`config.mk`:
```
export PLATFORM = sky130hd
export DESIGN_NAME = pwm_decoder
export DESIGN_NICKNAME = d
export VERILOG_FILES = /design/src/rtl/pwm_decoder.sv
export SDC_FILE = /design/constraint.sdc
export NUM_CORES = 1
export LEC_CHECK = 0
export ABC_AREA = 1
export BUFFER_PORTS_ARGS = -buffer_cell sky130_fd_sc_hd__buf_2
export CAP_MARGIN = 20
export CORE_UTILIZATION = 52
export DETAILED_ROUTE_END_ITERATION = 16
export PLACE_DENSITY = 0.7
export SLEW_MARGIN = 30
export SYNTH_ARGS = -nofsm -noshare
export SYNTH_HDL_FRONTEND = slang
export SYNTH_SLANG_ARGS = --single-unit
```
`constraint.sdc`:
```
create_clock -name clk -period 3.9 [get_ports clk]
set_input_delay 0.78 -clock clk [delete_from_list [all_inputs] [get_ports clk]]
set_output_delay 0.78 -clock clk [all_outputs]
set_load 0.05 [all_outputs]
```
`src/rtl/pwm_decoder.sv`:
```
// Purpose : recovers the 2-bit speed level of a PWM waveform by measuring period and high time between rising edges; flags stuck inputs.
// Latency : outputs and valid register one clock after the synchronized rising-edge strobe (3 clocks after pwm_in is first sampled high).
// Backpress: none; valid is a one-cycle strobe that the consumer must take when it appears.
//
// Ports:
//   clk      system clock, rising edge
//   rst      asynchronous active-high reset (clears synchronizer too)
//   pwm_in   asynchronous PWM input
//   speed    decoded level 0..3 = 25/50/75/100 %
//   duty_hi  high-cycle count of the last completed measurement
//   period   cycle count of the last completed measurement
//   valid    one-cycle pulse when speed/duty_hi/period/stopped update
//   stopped  input stuck low, set by the last timeout
module pwm_decoder #(
  parameter int CNT_W   = 8,
  parameter int TIMEOUT = (1 << (CNT_W + 1)) - 1
) (
  input  logic             clk,
  input  logic             rst,
  input  logic             pwm_in,
  output logic [1:0]       speed,
  output logic [CNT_W:0]   duty_hi,
  output logic [CNT_W:0]   period,
  output logic             valid,
  output logic             stopped
);

  localparam int CW = CNT_W + 1;   // counter width
  localparam int PW = CW + 3;      // product width: 8*hi and 7*per fit without truncation

  localparam logic [CW-1:0] CNT_MAX = {CW{1'b1}};
  localparam logic [CW-1:0] TO_VAL  = CW'(TIMEOUT);

  typedef enum logic {IDLE, MEAS} state_t;

  state_t        state;
  logic [1:0]    sync_q;    // two-flop synchronizer; sync_q[1] is s
  logic          s_d;       // s delayed one cycle for edge detection
  logic          s;
  logic          rise;
  logic [CW-1:0] per;
  logic [CW-1:0] hi;

  logic [PW-1:0] hi_x8;
  logic [PW-1:0] per_x7;
  logic [PW-1:0] per_x5;
  logic [PW-1:0] per_x3;
  logic [1:0]    speed_nxt;

  assign s    = sync_q[1];
  assign rise = s & ~s_d;

  // Duty classification against the midpoints 87.5 / 62.5 / 37.5 %,
  // done as cross-multiplication so no divider is needed.
  always_comb begin
    hi_x8     = {hi, 3'b000};
    per_x7    = {3'b000, per} * PW'(7);
    per_x5    = {3'b000, per} * PW'(5);
    per_x3    = {3'b000, per} * PW'(3);
    speed_nxt = 2'd0;
    if (hi_x8 >= per_x7) begin
      speed_nxt = 2'd3;
    end else if (hi_x8 >= per_x5) begin
      speed_nxt = 2'd2;
    end else if (hi_x8 >= per_x3) begin
      speed_nxt = 2'd1;
    end
  end

  always_ff @(posedge clk or posedge rst) begin
    if (rst) begin
      sync_q  <= 2'b00;
      s_d     <= 1'b0;
      state   <= IDLE;
      per     <= '0;
      hi      <= '0;
      speed   <= 2'd0;
      duty_hi <= '0;
      period  <= '0;
      valid   <= 1'b0;
      stopped <= 1'b0;
    end else begin
      sync_q <= {sync_q[0], pwm_in};
      s_d    <= s;
      valid  <= 1'b0;

      case (state)
        // Waiting for an edge to align to; nothing is reported from here.
        IDLE: begin
          if (rise) begin
            per   <= CW'(1);
            hi    <= CW'(1);
            state <= MEAS;
          end
        end

        MEAS: begin
          // A rise always completes the period, even when it lands on the
          // timeout count.
          if (rise) begin
            period  <= per;
            duty_hi <= hi;
            speed   <= speed_nxt;
            stopped <= 1'b0;
            valid   <= 1'b1;
            per     <= CW'(1);
            hi      <= CW'(1);
          end else if (per == TO_VAL) begin
            // No edge for too long: the level now present says which way
            // the line is stuck.
            period  <= TO_VAL;
            duty_hi <= hi;
            valid   <= 1'b1;
            state   <= IDLE;
            if (s) begin
              speed   <= 2'd3;
              stopped <= 1'b0;
            end else begin
              speed   <= 2'd0;
              stopped <= 1'b1;
            end
          end else begin
            if (per != CNT_MAX) begin
              per <= per + CW'(1);
            end
            if (s && (hi != CNT_MAX)) begin
              hi <= hi + CW'(1);
            end
          end
        end

        default: state <= IDLE;
      endcase
    end
  end

endmodule
```
==> impl_metrics.env <==
export IMPL_status="finished clean"
export IMPL_crit_fanout=8
export IMPL_preCtsSetupSlack_ns=0.442
export IMPL_syn_inst=487
export IMPL_relSlewSlack=0.622
export IMPL_fp_dieW_microns=87.6
export IMPL_cts_tree="done"
export IMPL_cts_buffers=5
export IMPL_yosysTopAreaCell="dfrtp_1"
export IMPL_cts_num_sinks=44
export IMPL_switchingPower_mw=1.23
export IMPL_core_sq_um=6940
export IMPL_rsz0062_at_grt="no"
export IMPL_grt_start_max_net_pins=45
export IMPL_rows=30
export IMPL_drv_slew=0
export IMPL_io_pins=25
export IMPL_grt_ovfl_total=0
export IMPL_hold_class="register to register"
export IMPL_yosys_warnings=0
export IMPL_cts_clk_slew_worst_paths_ns=0.10
export IMPL_min_period_ns=3.49
export IMPL_ys_types=31
export IMPL_final_cell_mix="118 x nand2_1, 64 x ha_1, 58 x inv_1"
export IMPL_finalSetupViolations=0
export IMPL_dr_pass1_iters=5
export IMPL_cap_violations=0
export IMPL_powerDensity_nw_per_um2=603
export IMPL_areaGrowthSynthToFinish_pct=9.43
export IMPL_critical_path_arrival_ns=3.70
export IMPL_ctsHoldBuffers=0
export IMPL_drive_above_1_share=0.0946
export IMPL_cts_buffer_depth=2
export IMPL_reg2reg_setup_slack_ns=0.41
export IMPL_start_kind="register"
export IMPL_ir_worst_vdd_mv=0.261
export IMPL_drtAntennaViolNets=0
export IMPL_grt_first_pass_wirelength_mm=14.4
export IMPL_skew_ns=0.00928
export IMPL_final_common_cell="nand2_1"
export IMPL_dp_final_hpwl_mm=6.91
export IMPL_worst_pin_slew_ns=0.567
export IMPL_fin_setup_tns_ns=0
export IMPL_drt_iter0_drc=153
export IMPL_timing_final_ws_setup_ns=0.414
export IMPL_dieArea_sq_um=7670
export IMPL_cts_resized=0
export IMPL_wl_mm=8.59
export IMPL_antenna_found_initial=0
export IMPL_grt_pass1_vias=3038
export IMPL_vias=3187
export IMPL_avgSynthCellArea_sq_um=7.82
export IMPL_p_comb_frac=0.587
export IMPL_switching_share=0.491
export IMPL_drc_errors=0
export IMPL_power_frac_clock=0.148
export IMPL_leakagePower_nw=2.26
export IMPL_path_class="register to register"
export IMPL_max_freq_mhz=287
export IMPL_fin_crit_sh=0.894
export IMPL_antenna_cells=0
export IMPL_portBuffers=24
export IMPL_grt_use_total=0.243
export IMPL_ctsHtreeMaxLevel=2
export IMPL_yosysSeqAreaShare=0.289
export IMPL_worstSetupEndpointType="register"
export IMPL_die_h_microns=87.6
export IMPL_wl_per_cell_microns=14.0
export IMPL_cp_required_ns=4.11
export IMPL_pwr_share_seq=0.265
export IMPL_synth_area_leaders="dfrtp_1 29%, ha_1 21%, nand2_1 12%, inv_1 5.8%, fa_1 5.3%"
export IMPL_nNetsFinal=594
export IMPL_internal_power_mw=1.28
export IMPL_routabilityCongestion=0.904
export IMPL_synthesis_area_sq_um=3810
export IMPL_finalHoldViolCount=0
export IMPL_cts_setup_buffers=0
export IMPL_synth_ff_latch_count=44
export IMPL_insertion_delay_ns=0.31
export IMPL_synth_nets=564
export IMPL_vias_per_cell=5.19
export IMPL_synth_top_area_share=0.289
export IMPL_initial_core_util=0.549
export IMPL_clock_tree_root_cell="clkbuf_8"
==> stage by stage <==
stage	total power, mW	hold WS (ns)	utilization	area (sq um)	cells
floorplan	1.79	0.331	-	3810	487
global placement	2.10	0.333	0.584	4050	606
detailed placement	2.14	0.346	0.584	4050	606
CTS	2.52	0.368	0.600	4170	614
global route	2.76	0.371	0.600	4170	614
finish	2.51	0.363	0.600	4170	614
==> power groups by stage <==
stage | clock, mW | sequential [mW] | combinational [mW]
floorplan | 0 | 0.801 | 0.992
global placement | 0 | 0.675 | 1.42
detailed placement | 0 | 0.678 | 1.47
CTS | 0.376 | 0.669 | 1.48
global route | 0.394 | 0.680 | 1.69
finish | 0.373 | 0.666 | 1.47
==> metal layers <==
metal / vias up / GRT usage / share of wire
met5: - / 0 / 0
met4: 0 / 0.0492 / 0.011
met3: 11 / 0.0283 / 0.040
met2: 61 / 0.415 / 0.46
met1: 1458 / 0.335 / 0.49
li1: 1657 / - / -
==> worst max-delay path, stage by stage (launching register included) <==
cell and delay [ns]:
dfrtp_1 0.54, fa_1 0.54, ha_1 0.19, inv_1 0.08
fa_1 0.41, o21ai_1 0.27, nand2_1 0.08, o211ai_1 0.10
xor2_1 0.23, ha_1 0.27, nand2_1 0.07, a21oi_1 0.04
nor2_1 0.12, nand3_1 0.14, nor2_1 0.14, nand2_1 0.07
nand2_1 0.05, nand2_1 0.04
==> cell type report <==
class / count / area (sq um)
multi-input cells: 371 / 2430
repair buffers: 27 / 143
clock inverters: 3 / 46.3
inverters: 68 / 256
clock buffers: 5 / 68.8
well taps: 96 / 120
flip-flops and latches: 44 / 1100
fillers: 620 / 2780
==> registers in the layout, indices dropped and copies added, names as in the netlist <==
register,count
stopped,1
hi,9
speed,2
duty_hi,9
s_d,1
valid,1
sync_q,2
per,9
period,9
state,1
==> kinds of logic after synthesis <==
| group | share of synthesized area |
|---|---|
| xor gates and xnor gates | 0.0414 |
| and+or+nand+nor | 0.214 |
| adders and majority gates | 0.263 |
| AOI/OAI and AO/OA | 0.120 |
| DFF | 0.289 |
| buffers and inverters | 0.0722 |
==> final timing paths <==
kind,from,end,cells after the start
max,per[2],speed[0],17
min,sync_q[0],sync_q[1],0
max reg2reg,per[2],speed[0],17
min reg2reg,sync_q[0],sync_q[1],0
max in group asynchronous,rst,duty_hi[6],3
min in group asynchronous,rst,per[8],3
==> cells in the mapped netlist (all sizes together) <==
| library cell | number |
|---|---|
| a21o | 4 |
| a21oi | 37 |
| a221oi | 1 |
| a31oi | 6 |
| and3 | 1 |
| buf | 3 |
| clkbuf | 1 |
| clkinv | 2 |
| dfrtp | 44 |
| fa | 10 |
| ha | 64 |
| inv | 66 |
| nand2 | 123 |
| nand3 | 18 |
| nand3b | 1 |
| nand4 | 7 |
| nor2 | 34 |
| nor3 | 9 |
| o211ai | 1 |
| o21a | 1 |
| o21ai | 31 |
| o21bai | 3 |
| or2 | 2 |
| xnor2 | 7 |
| xor2 | 11 |
Note: power is estimated with default switching activity, not from simulation.
